===== config.mk =====
export PLATFORM = sky130hd
export DESIGN_NAME = hwag_angle_sched_flat
export DESIGN_NICKNAME = d
export VERILOG_FILES = /design/src/rtl/hwag_angle_sched_if.sv /design/src/rtl/hwag_angle_sched.sv /design/src/flat_wrapper.sv
export SDC_FILE = /design/constraint.sdc
export NUM_CORES = 1
export LEC_CHECK = 0
export BUFFER_PORTS_ARGS = -buffer_cell sky130_fd_sc_hd__buf_2
export CAP_MARGIN = 20
export CORE_UTILIZATION = 56
export DETAILED_ROUTE_END_ITERATION = 12
export GPL_TIMING_DRIVEN = 1
export HOLD_SLACK_MARGIN = 0.06
export PLACE_DENSITY_LB_ADDON = 0.2
export SLEW_MARGIN = 0
export SYNTH_ARGS = -nofsm -noshare
export SYNTH_HDL_FRONTEND = slang
export SYNTH_SLANG_ARGS = --single-unit

===== constraint.sdc =====
create_clock -name clk -period 3.9 [get_ports clk]
set_clock_uncertainty 0.05 [all_clocks]
set_input_delay 0.78 -clock clk [delete_from_list [all_inputs] [get_ports clk]]
set_output_delay 0.78 -clock clk [all_outputs]
set_load 0.01 [all_outputs]

===== src/rtl/hwag_angle_sched_if.sv =====
// Configuration write channel of the angle scheduler.
// master drives valid/ch/start/stop/ena; slave returns ready and err.
interface hwag_angle_sched_if #(
  parameter int CH_SEL_WIDTH = 2,
  parameter int ANGLE_WIDTH  = 24
);
  logic                    cfg_valid;
  logic                    cfg_ready;
  logic [CH_SEL_WIDTH-1:0] cfg_ch;
  logic [ANGLE_WIDTH-1:0]  cfg_start;
  logic [ANGLE_WIDTH-1:0]  cfg_stop;
  logic                    cfg_ena;
  logic                    cfg_err;

  modport master (
    output cfg_valid, cfg_ch, cfg_start,
    output cfg_stop, cfg_ena,
    input  cfg_ready, cfg_err
  );

  modport slave (
    input  cfg_valid, cfg_ch, cfg_start,
    input  cfg_stop, cfg_ena,
    output cfg_ready, cfg_err
  );
endinterface


===== src/rtl/hwag_angle_sched.sv =====
// Angle-window scheduler: CH_NUM start/stop windows, one shared
// comparator scanned round-robin, config double-buffered to wrap.
// Ports: clk, rst (sync, high), hwag_start, acnt, cfg (slave),
// ch_out, ch_pending; ch_limit when HWAG_ANGLE_SCHED_DWELL_LIMIT_EN.
module hwag_angle_sched #(
  parameter int CH_NUM       = 4,
  parameter int CH_SEL_WIDTH = 2,
  parameter int ANGLE_WIDTH  = 24,
  parameter int ANGLE_TOP    = 3839
`ifdef HWAG_ANGLE_SCHED_DWELL_LIMIT_EN
  , parameter int DWELL_MAX  = 65535
`endif
) (
  input  logic                   clk,
  input  logic                   rst,
  input  logic                   hwag_start,
  input  logic [ANGLE_WIDTH-1:0] acnt,
  hwag_angle_sched_if.slave      cfg,
  output logic [CH_NUM-1:0]      ch_out,
  output logic [CH_NUM-1:0]      ch_pending
`ifdef HWAG_ANGLE_SCHED_DWELL_LIMIT_EN
  , output logic [CH_NUM-1:0]    ch_limit
`endif
);

  typedef enum logic {IDLE, RUN} state_e;

  localparam int CH_PAD = 2 ** CH_SEL_WIDTH;
  localparam logic [ANGLE_WIDTH-1:0] TOP_A =
    ANGLE_WIDTH'(ANGLE_TOP);
  localparam logic [ANGLE_WIDTH-1:0] END_A =
    ANGLE_WIDTH'(ANGLE_TOP + 1);
  localparam logic [CH_SEL_WIDTH-1:0] PTR_LAST =
    CH_SEL_WIDTH'(CH_NUM - 1);

  state_e state_q, state_d;

  logic [ANGLE_WIDTH-1:0]  a_start_q [CH_NUM];
  logic [ANGLE_WIDTH-1:0]  a_stop_q  [CH_NUM];
  logic [ANGLE_WIDTH-1:0]  s_start_q [CH_NUM];
  logic [ANGLE_WIDTH-1:0]  s_stop_q  [CH_NUM];
  logic [CH_NUM-1:0]       a_ena_q, s_ena_q;
  logic [CH_NUM-1:0]       pend_q, out_q, out_d;
  logic [CH_SEL_WIDTH-1:0] ptr_q;
  logic [ANGLE_WIDTH-1:0]  acnt_prev_q;
  logic                    err_q;

  logic              run, scan, leave, wrap;
  logic              acc, ch_ok, rng_ok, wr_ok, win;
  logic [CH_PAD-1:0] pend_pad;
  logic [CH_NUM-1:0] trip;
  logic              blk_w;

  function automatic logic in_win(
    input logic                   ena,
    input logic [ANGLE_WIDTH-1:0] s,
    input logic [ANGLE_WIDTH-1:0] e,
    input logic [ANGLE_WIDTH-1:0] a
  );
    if (!ena)  return 1'b0;
    if (s < e) return (a >= s) && (a < e);
    if (s > e) return (a >= s) || (a < e);
    return 1'b0;
  endfunction

  assign run   = (state_q == RUN);
  assign scan  = run & hwag_start;
  assign leave = run & ~hwag_start;
  assign wrap  = run & (acnt < acnt_prev_q);

  // pad so an out-of-range cfg_ch indexes a zero bit
  assign pend_pad      = CH_PAD'(pend_q);
  assign cfg.cfg_ready = ~(run & pend_pad[cfg.cfg_ch]);
  assign cfg.cfg_err   = err_q;

  assign acc    = cfg.cfg_valid & cfg.cfg_ready;
  assign ch_ok  = (32'(cfg.cfg_ch) < CH_NUM);
  assign rng_ok = (cfg.cfg_start <= TOP_A) &&
                  (cfg.cfg_stop <= END_A);
  assign wr_ok  = acc & ch_ok & rng_ok;

  assign win = in_win(a_ena_q[ptr_q], a_start_q[ptr_q],
                      a_stop_q[ptr_q], acnt);

  always_comb begin
    state_d = state_q;
    unique case (state_q)
      IDLE:    if (hwag_start)  state_d = RUN;
      RUN:     if (!hwag_start) state_d = IDLE;
      default: state_d = IDLE;
    endcase
  end

  always_ff @(posedge clk) begin
    if (rst) state_q <= IDLE;
    else     state_q <= state_d;
  end

  always_comb begin
    out_d = out_q;
    if (scan) out_d[ptr_q] = win & ~blk_w;
    else      out_d = '0;
    out_d = out_d & ~trip;
  end

  always_ff @(posedge clk) begin
    if (rst) begin
      for (int i = 0; i < CH_NUM; i++) begin
        a_start_q[i] <= '0;
        a_stop_q[i]  <= '0;
        s_start_q[i] <= '0;
        s_stop_q[i]  <= '0;
      end
      a_ena_q     <= '0;
      s_ena_q     <= '0;
      pend_q      <= '0;
      out_q       <= '0;
      ptr_q       <= '0;
      acnt_prev_q <= '0;
      err_q       <= 1'b0;
    end else begin
      acnt_prev_q <= acnt;
      err_q       <= acc & ~wr_ok;
      out_q       <= out_d;
      if (scan)
        ptr_q <= (ptr_q == PTR_LAST) ? '0 : ptr_q + 1'b1;
      else
        ptr_q <= '0;
      for (int i = 0; i < CH_NUM; i++) begin
        if ((wrap | leave) && pend_q[i]) begin
          a_start_q[i] <= s_start_q[i];
          a_stop_q[i]  <= s_stop_q[i];
          a_ena_q[i]   <= s_ena_q[i];
          pend_q[i]    <= 1'b0;
        end
      end
      // a write on a wrap edge only reaches the shadow,
      // so it waits for the following wrap
      if (wr_ok) begin
        s_start_q[cfg.cfg_ch] <= cfg.cfg_start;
        s_stop_q[cfg.cfg_ch]  <= cfg.cfg_stop;
        s_ena_q[cfg.cfg_ch]   <= cfg.cfg_ena;
        if (scan) begin
          pend_q[cfg.cfg_ch]  <= 1'b1;
        end else begin
          a_start_q[cfg.cfg_ch] <= cfg.cfg_start;
          a_stop_q[cfg.cfg_ch]  <= cfg.cfg_stop;
          a_ena_q[cfg.cfg_ch]   <= cfg.cfg_ena;
        end
      end
    end
  end

`ifdef HWAG_ANGLE_SCHED_DWELL_LIMIT_EN
  localparam int DW = $clog2(DWELL_MAX + 1);
  localparam logic [DW-1:0] DW_MAX = DW'(DWELL_MAX);

  logic [DW-1:0]     dw_q [CH_NUM];
  logic [CH_NUM-1:0] lim_q, blk_q;

  always_comb begin
    trip = '0;
    for (int i = 0; i < CH_NUM; i++)
      trip[i] = out_q[i] & (dw_q[i] == DW_MAX);
  end

  assign blk_w = blk_q[ptr_q];

  // blocked channel re-arms only once the scanner sees it outside
  always_ff @(posedge clk) begin
    if (rst) begin
      for (int i = 0; i < CH_NUM; i++) dw_q[i] <= '0;
      lim_q <= '0;
      blk_q <= '0;
    end else begin
      for (int i = 0; i < CH_NUM; i++) begin
        if (!out_q[i] || trip[i]) dw_q[i] <= '0;
        else                      dw_q[i] <= dw_q[i] + 1'b1;
        if (trip[i]) begin
          blk_q[i] <= 1'b1;
          lim_q[i] <= 1'b1;
        end else if (scan && ptr_q == CH_SEL_WIDTH'(i) && !win) begin
          blk_q[i] <= 1'b0;
        end
        if (wr_ok && cfg.cfg_ch == CH_SEL_WIDTH'(i))
          lim_q[i] <= 1'b0;
      end
    end
  end

  assign ch_limit = lim_q;
`else
  assign trip  = '0;
  assign blk_w = 1'b0;
`endif

  assign ch_out     = out_q;
  assign ch_pending = pend_q;

endmodule


===== src/flat_wrapper.sv =====
// flat-port wrapper written by rule: the top's interface ports become plain ports
module hwag_angle_sched_flat 
#(
  parameter int CH_NUM       = 4,
  parameter int CH_SEL_WIDTH = 2,
  parameter int ANGLE_WIDTH  = 24,
  parameter int ANGLE_TOP    = 3839

)
  (clk, rst, hwag_start, acnt, ch_out, ch_pending, cfg_cfg_valid, cfg_cfg_ch, cfg_cfg_start, cfg_cfg_stop, cfg_cfg_ena, cfg_cfg_ready, cfg_cfg_err);
  hwag_angle_sched_if #(.CH_SEL_WIDTH(CH_SEL_WIDTH), .ANGLE_WIDTH(ANGLE_WIDTH)) cfg_i ();
  input  logic clk;
  input  logic rst;
  input  logic hwag_start;
  input  logic [ANGLE_WIDTH-1:0] acnt;
  output logic [CH_NUM-1:0] ch_out;
  output logic [CH_NUM-1:0] ch_pending;
  input wire logic [$bits(cfg_i.cfg_valid)-1:0] cfg_cfg_valid;
  input wire logic [$bits(cfg_i.cfg_ch)-1:0] cfg_cfg_ch;
  input wire logic [$bits(cfg_i.cfg_start)-1:0] cfg_cfg_start;
  input wire logic [$bits(cfg_i.cfg_stop)-1:0] cfg_cfg_stop;
  input wire logic [$bits(cfg_i.cfg_ena)-1:0] cfg_cfg_ena;
  output wire logic [$bits(cfg_i.cfg_ready)-1:0] cfg_cfg_ready;
  output wire logic [$bits(cfg_i.cfg_err)-1:0] cfg_cfg_err;
  assign cfg_i.cfg_valid = cfg_cfg_valid;
  assign cfg_i.cfg_ch = cfg_cfg_ch;
  assign cfg_i.cfg_start = cfg_cfg_start;
  assign cfg_i.cfg_stop = cfg_cfg_stop;
  assign cfg_i.cfg_ena = cfg_cfg_ena;
  assign cfg_cfg_ready = cfg_i.cfg_ready;
  assign cfg_cfg_err = cfg_i.cfg_err;
  hwag_angle_sched #(.CH_NUM(CH_NUM), .CH_SEL_WIDTH(CH_SEL_WIDTH), .ANGLE_WIDTH(ANGLE_WIDTH), .ANGLE_TOP(ANGLE_TOP)) u_core (.clk(clk), .rst(rst), .hwag_start(hwag_start), .acnt(acnt), .cfg(cfg_i), .ch_out(ch_out), .ch_pending(ch_pending));
endmodule

After elaboration in Yosys (flattened, before gate mapping):

Memories as Yosys holds them, arrays and structs flattened. A register that Yosys moved wholly into a read port is not among the register bits.
Cells that the tools add are included.

* memories: 4
* flip-flop bits (word level): 44
* word-level logic and storage cells: 139
* RAM bits: 384
* output and inout bits: 10

Memories
* u_core.a_start_q: words 4, width 24, read ports 1, clocked after memory_dff 1, write ports 5, line hwag_angle_sched.sv:38 `logic [ANGLE_WIDTH-1:0] a_start_q [CH_NUM];`
* u_core.a_stop_q: words 4, width 24, read ports 1, clocked after memory_dff 1, write ports 5, line hwag_angle_sched.sv:39 `logic [ANGLE_WIDTH-1:0] a_stop_q [CH_NUM];`
* u_core.s_start_q: words 4, width 24, read ports 4, clocked after memory_dff 0, write ports 4, line hwag_angle_sched.sv:40 `logic [ANGLE_WIDTH-1:0] s_start_q [CH_NUM];`
* u_core.s_stop_q: words 4, width 24, read ports 4, clocked after memory_dff 0, write ports 4, line hwag_angle_sched.sv:41 `logic [ANGLE_WIDTH-1:0] s_stop_q [CH_NUM];`

* $lt $le $gt $ge: 11
* equal/unequal tests: 1
* mux-type cells: 80
* $add $sub $neg: 1
* reduce and logical (&&, ||, !) cells: 13
* bitwise gates (word level): 21

Operator list (number)
* two-way mux 24 bit: 10
* < comparator 24 bit: 3
* two-way mux 1 bit: 55
* less-or-equal comparator 24 x 12 -> 1 bit, second input constant: 2
* OR reduction 24 bit: 2
* greater-or-equal comparator 24 bit: 1
* > comparator 24 bit: 1
* two-way mux 4 bit: 4
* bitwise mux 4 bit: 3
* OR 1 bit: 9
* logical AND 1 bit: 8
* two-way mux 2 bit: 4
* bitwise AND 1 bit: 7
* < comparator 2 x 3 -> 1 bit, second input constant: 2
* binary-select mux 1 bit (select 2 bit): 2
* demux 1 bit (select 2 bit): 2
* greater-or-equal comparator 2 x 1 -> 1 bit, second input constant: 2
* NOT 1 bit: 4
* OR 4 bit: 1
* OR reduction 3 bit: 1
* adder 2 x 1 -> 2 bit, second input constant: 1
* equality test 2 bit, second input constant: 1
* OR reduction 2 bit: 1
* logical OR 1 bit: 1

Logic depth before layout (Yosys ltp):

* depth in word-level cells: 11
* depth in mapped cells: 14

Worst setup path after synthesis:

Ideal clock, no wire load.

* kind: input to register
* from: in acnt[18]
* to: mem u_core.a_start_q[3][0] (enable)
* path slack: -241 ps
* library setup time: 706 ps
* arrival time: 3385 ps
* path buffers: 1
* cell stages on the path: 10
* cell sequence: ha_1 -> nand4_1 -> nor4_1 -> a22o_1 -> nor4_1 -> o211ai_1 -> nor2_1 -> buf_2 -> nand2_1 -> nand3_1

RTL lines
* from (decl): line flat_wrapper.sv:15 `input logic [ANGLE_WIDTH-1:0] acnt;`
* to (decl): line hwag_angle_sched.sv:38

Worst setup path after layout:

* from: reg u_core.ptr_q[0]
* to: reg u_core.out_q[2], in the netlist u_core.ch_out[2]

* longest elaborated chain between the ends: 5

RTL lines
* from (decl): line hwag_angle_sched.sv:44 `logic [CH_SEL_WIDTH-1:0] ptr_q;`
* from (signal assigned): line hwag_angle_sched.sv:126 `ptr_q <= (ptr_q == PTR_LAST) ? '0 : ptr_q + 1'b1;`
* < comparator 2 x 3 -> 1 bit (not written as such) / greater-or-equal comparator 2 x 1 -> 1 bit (equally long branches): line hwag_angle_sched.sv:101 `if (scan) out_d[ptr_q] = win & ~blk_w;`
* logical AND 1 bit (not written as such): line hwag_angle_sched.sv:101
* two-way mux 1 bit (not written as such): line hwag_angle_sched.sv:101
* demux 1 bit (select 2 bit)
* bitwise mux 4 bit (*): line hwag_angle_sched.sv:101
* to (signal assigned): line hwag_angle_sched.sv:124 `out_q <= out_d;`
* to (decl): line hwag_angle_sched.sv:43 `logic [CH_NUM-1:0] pend_q, out_q, out_d;`

Mark *: on every way between the ends. The rest lies on a longest branch, timed or not. The select of a mux whose other input is x is not followed.
A chain may end at the register's enable or synchronous reset.

==> results_dict.tcl <==
set metrics [dict create \
    fmax_mhz 269 \
    crit_fanout 19 \
    final_cell_mix "edfxtp_1, inv_1, a22o_1" \
    period_needed_ns 3.72 \
    syn_area_um2 18900 \
    cpMostUsedCell "buf_4" \
    r2r_start "u_core.ptr_q[0]$_SDFF_PP0_" \
    netlist_instances 1298 \
    maxCapViolCount 0 \
    place_inst 1906 \
    hold_class "reg -> reg" \
    seq_area_frac_synth_pct 65.6 \
    cp-start-kind "flop" \
    drt-wirelength-per-cell_um 22.1 \
    cts_root_buffer "clkbuf_16" \
    coreArea_um2 32900 \
    fillers 2419 \
    grt_overflow 0 \
    setup_tns_ns 0 \
    num_rows 66 \
    slew_viol_final 0 \
    reg2reg_to "u_core.ch_out[2]$_SDFFE_PP0P_" \
    area_growth_pct 16.2 \
    ant_nets 0 \
    place_ws_ns 0.135 \
    status "finished clean" \
    die_area_um2 34600 \
    path_cells "buf_12, mux4_2, ha_1, nand4_1, nor4_1, buf_4, o221ai_1, nand3_1, mux2_2, a21oi_1, buf_4, o22ai_1" \
    initial_utilization_pct 57.6 \
    clk_latency_ns 0.53 \
    grt_pass1_vias 11400 \
    place.gp.congestion 0.878 \
    rsz0062_at_grt "false" \
    period_share_pct 95.5 \
    cts.htree.levels 2 \
    final_nets 1688 \
    cts.sinks 428 \
    grt_pass1_wl_um 65900 \
    dpl.hpwl_um 27900 \
    grt_max_degree 49 \
    hold_ws_ns 0.419 \
    slew_headroom_pct 48.8 \
    grt.total_usage_pct 26.2 \
    postLayoutSetupSlackWorst_ns 0.177 \
    postCtsHoldBufs 0 \
    synth.distinct_cells 59 \
    ff2ff_setup_slack_ns 0.18 \
    final_common_cell "edfxtp_1" \
    synth_ff_type "edfxtp_1" \
    startpoint "u_core.ptr_q[0]$_SDFF_PP0_" \
    die_w_um 186 \
    power_density_nw_per_um2 464 \
    worstRegToRegCells 12 \
    cpPeakStageDelay_ns 0.54 \
    clk_path_buf_depth 3 \
    p_leak_nw 8.58 \
    dr.pass1.iters 5 \
    antenna_cells 0 \
    drive_gt1_share_pct 18.4 \
    drc 0 \
    cts_tree "done" \
    avgViaCountPerCell 5.72 \
    worst-setup-path-type "reg -> reg" \
    yosysWarnings 0 \
    die_y_um 186 \
    setup_viol 0 \
    worst_pin_slew_ns 0.768 \
    async_flop_share_pct 0 \
    num_vias 11400 \
    worstPathRequired_ns 4.27 \
    hold_end "u_core.s_ena_q[0]$_SDFFE_PP0P_" \
    critPathCaptureType "flop" \
    post_layout_nonfiller_instances 1989 \
    drt-total-wl_um 44000 \
    hold_depth 2 \
    cp_slowest_cell "mux4_2" \
    cts_made_buffers 45 \
    drtIter0Drc 940 \
    postCtsSetupBuffers 0 \
    antenna_found_initial 0 \
    ir_drop_v 0.000345 \
    portBuffers 88 \
    cts_resized 0 \
    avgSynthCellArea_um2 14.6 \
    min-delay-start "u_core.s_ena_q[0]$_SDFFE_PP0P_" \
    arrival_ns 4.09 \
    ys_seq_elements 428 \
    clk_pin_slew_worst_paths_ns 0.06 \
    hold_viol_final 0 \
    synth_edf_count 384 \
    pin_count 89 \
]
-- through the flow --
step | utilization, % | power (W) | cell area (µm²)
after detailed placement | 62.3 | 0.00597 | 20500
after floorplan | - | 0.00568 | 19300
after global placement | 62.3 | 0.00595 | 20500
after global routing | 66.9 | 0.0105 | 22000
final | 66.9 | 0.0102 | 22000
after CTS | 66.9 | 0.0103 | 22000
-- registers in the layout, summed over array words and instances (netlist names) --
register,count
u_core.a_start_q,96
u_core.a_stop_q,96
u_core.s_start_q,96
u_core.s_stop_q,96
u_core.acnt_prev_q,24
u_core.a_ena_q,4
u_core.ch_out,4
u_core.ch_pending,4
u_core.s_ena_q,4
u_core.ptr_q,2
u_core.cfg.cfg_err,1
u_core.run,1
-- power breakdown --
| group | leakage [nW] | internal (W) | switching [W] |
|---|---|---|---|
| clock network | 0.746 | 0.00263 | 0.00169 |
| logic | 3.66 | 0.000222 | 0.000390 |
| registers | 4.17 | 0.00521 | 0.0000615 |
| total | 8.58 | 0.00806 | 0.00215 |
-- routing by layer --
layer / share of wire [%] / up-vias / global-route usage (%)
met5: 0 / - / 0
met4: 2.6 / 0 / 8.03
met3: 6.6 / 80 / 3.76
met2: 51 / 442 / 46.1
met1: 40 / 5627 / 33.7
li1: - / 5226 / -
-- worst max-delay path, delay by kind of cell (launching register included) --
kind                       cells  cell delay (ns)
muxes                          2             0.88
and+or+nand+nor                3             0.83
buffers and inverters          3             0.59
DFF                            1             0.45
AOI/OAI and AO/OA              3             0.43
adders and majority gates      1             0.36
-- kinds of logic (layout without fill, tap and decap cells) --
| logic type | after synthesis | in the layout | share of synthesized area (%) |
|---|---|---|---|
| buffers and inverters | 158 | 312 | 3.75 |
| DFF | 428 | 428 | 65.6 |
| and+or+nand+nor | 364 | 364 | 10.1 |
| other | 1 | 96 | 0.0198 |
| AOI/OAI and AO/OA | 195 | 195 | 7.89 |
| adders and majority gates | 98 | 98 | 6.48 |
| muxes | 54 | 54 | 6.17 |
-- worst max-delay path by stage --
stage                                                   end  slack, ns
after floorplan            u_core.a_start_q[1][0]$_DFFE_PP_       0.13
final                         u_core.ch_out[2]$_SDFFE_PP0P_       0.18
after global placement    u_core.a_start_q[3][10]$_DFFE_PP_       0.13
after CTS                     u_core.ch_out[2]$_SDFFE_PP0P_       0.14
after global routing          u_core.ch_out[2]$_SDFFE_PP0P_       0.03
after detailed placement   u_core.a_start_q[3][5]$_DFFE_PP_       0.13
-- final cells by class --
cell class              instances  area (µm²)  share of cell area (%)
clock buffers                  61        1280                    5.81
inverters                      99         372                    1.69
multi-input cells             807        6200                    28.2
clock inverters                22         234                    1.06
flip-flops and latches        428       12400                    56.4
well taps                     442         553                    2.51
repair buffers                130         943                    4.29
-- cells in the mapped netlist, types with 4 or more instances --
master,n,area share (%)
a2111oi_0,4,0.19
clkbuf_1,21,0.42
edfxtp_1,384,61
mux4_2,50,5.9
a21oi_1,29,0.77
a211oi_1,5,0.20
nor2b_1,28,0.93
o22ai_1,4,0.13
nand4_1,18,0.59
dfxtp_1,44,4.7
nor2_1,98,1.9
nor4_1,13,0.43
buf_1,6,0.12
nand3_1,14,0.37
and2_1,87,2.9
buf_4,6,0.24
o211ai_1,8,0.32
a22o_1,99,4.6
ha_1,98,6.5
o21ai_0,16,0.42
buf_2,16,0.42
inv_1,99,2.0
nand2_2,4,0.13
a31oi_1,4,0.13
buf_6,10,0.59
a21o_1,8,0.32
nand2_1,61,1.2
nor3_1,11,0.29
and2_4,10,0.46
Power figures use the tool's default switching activity.
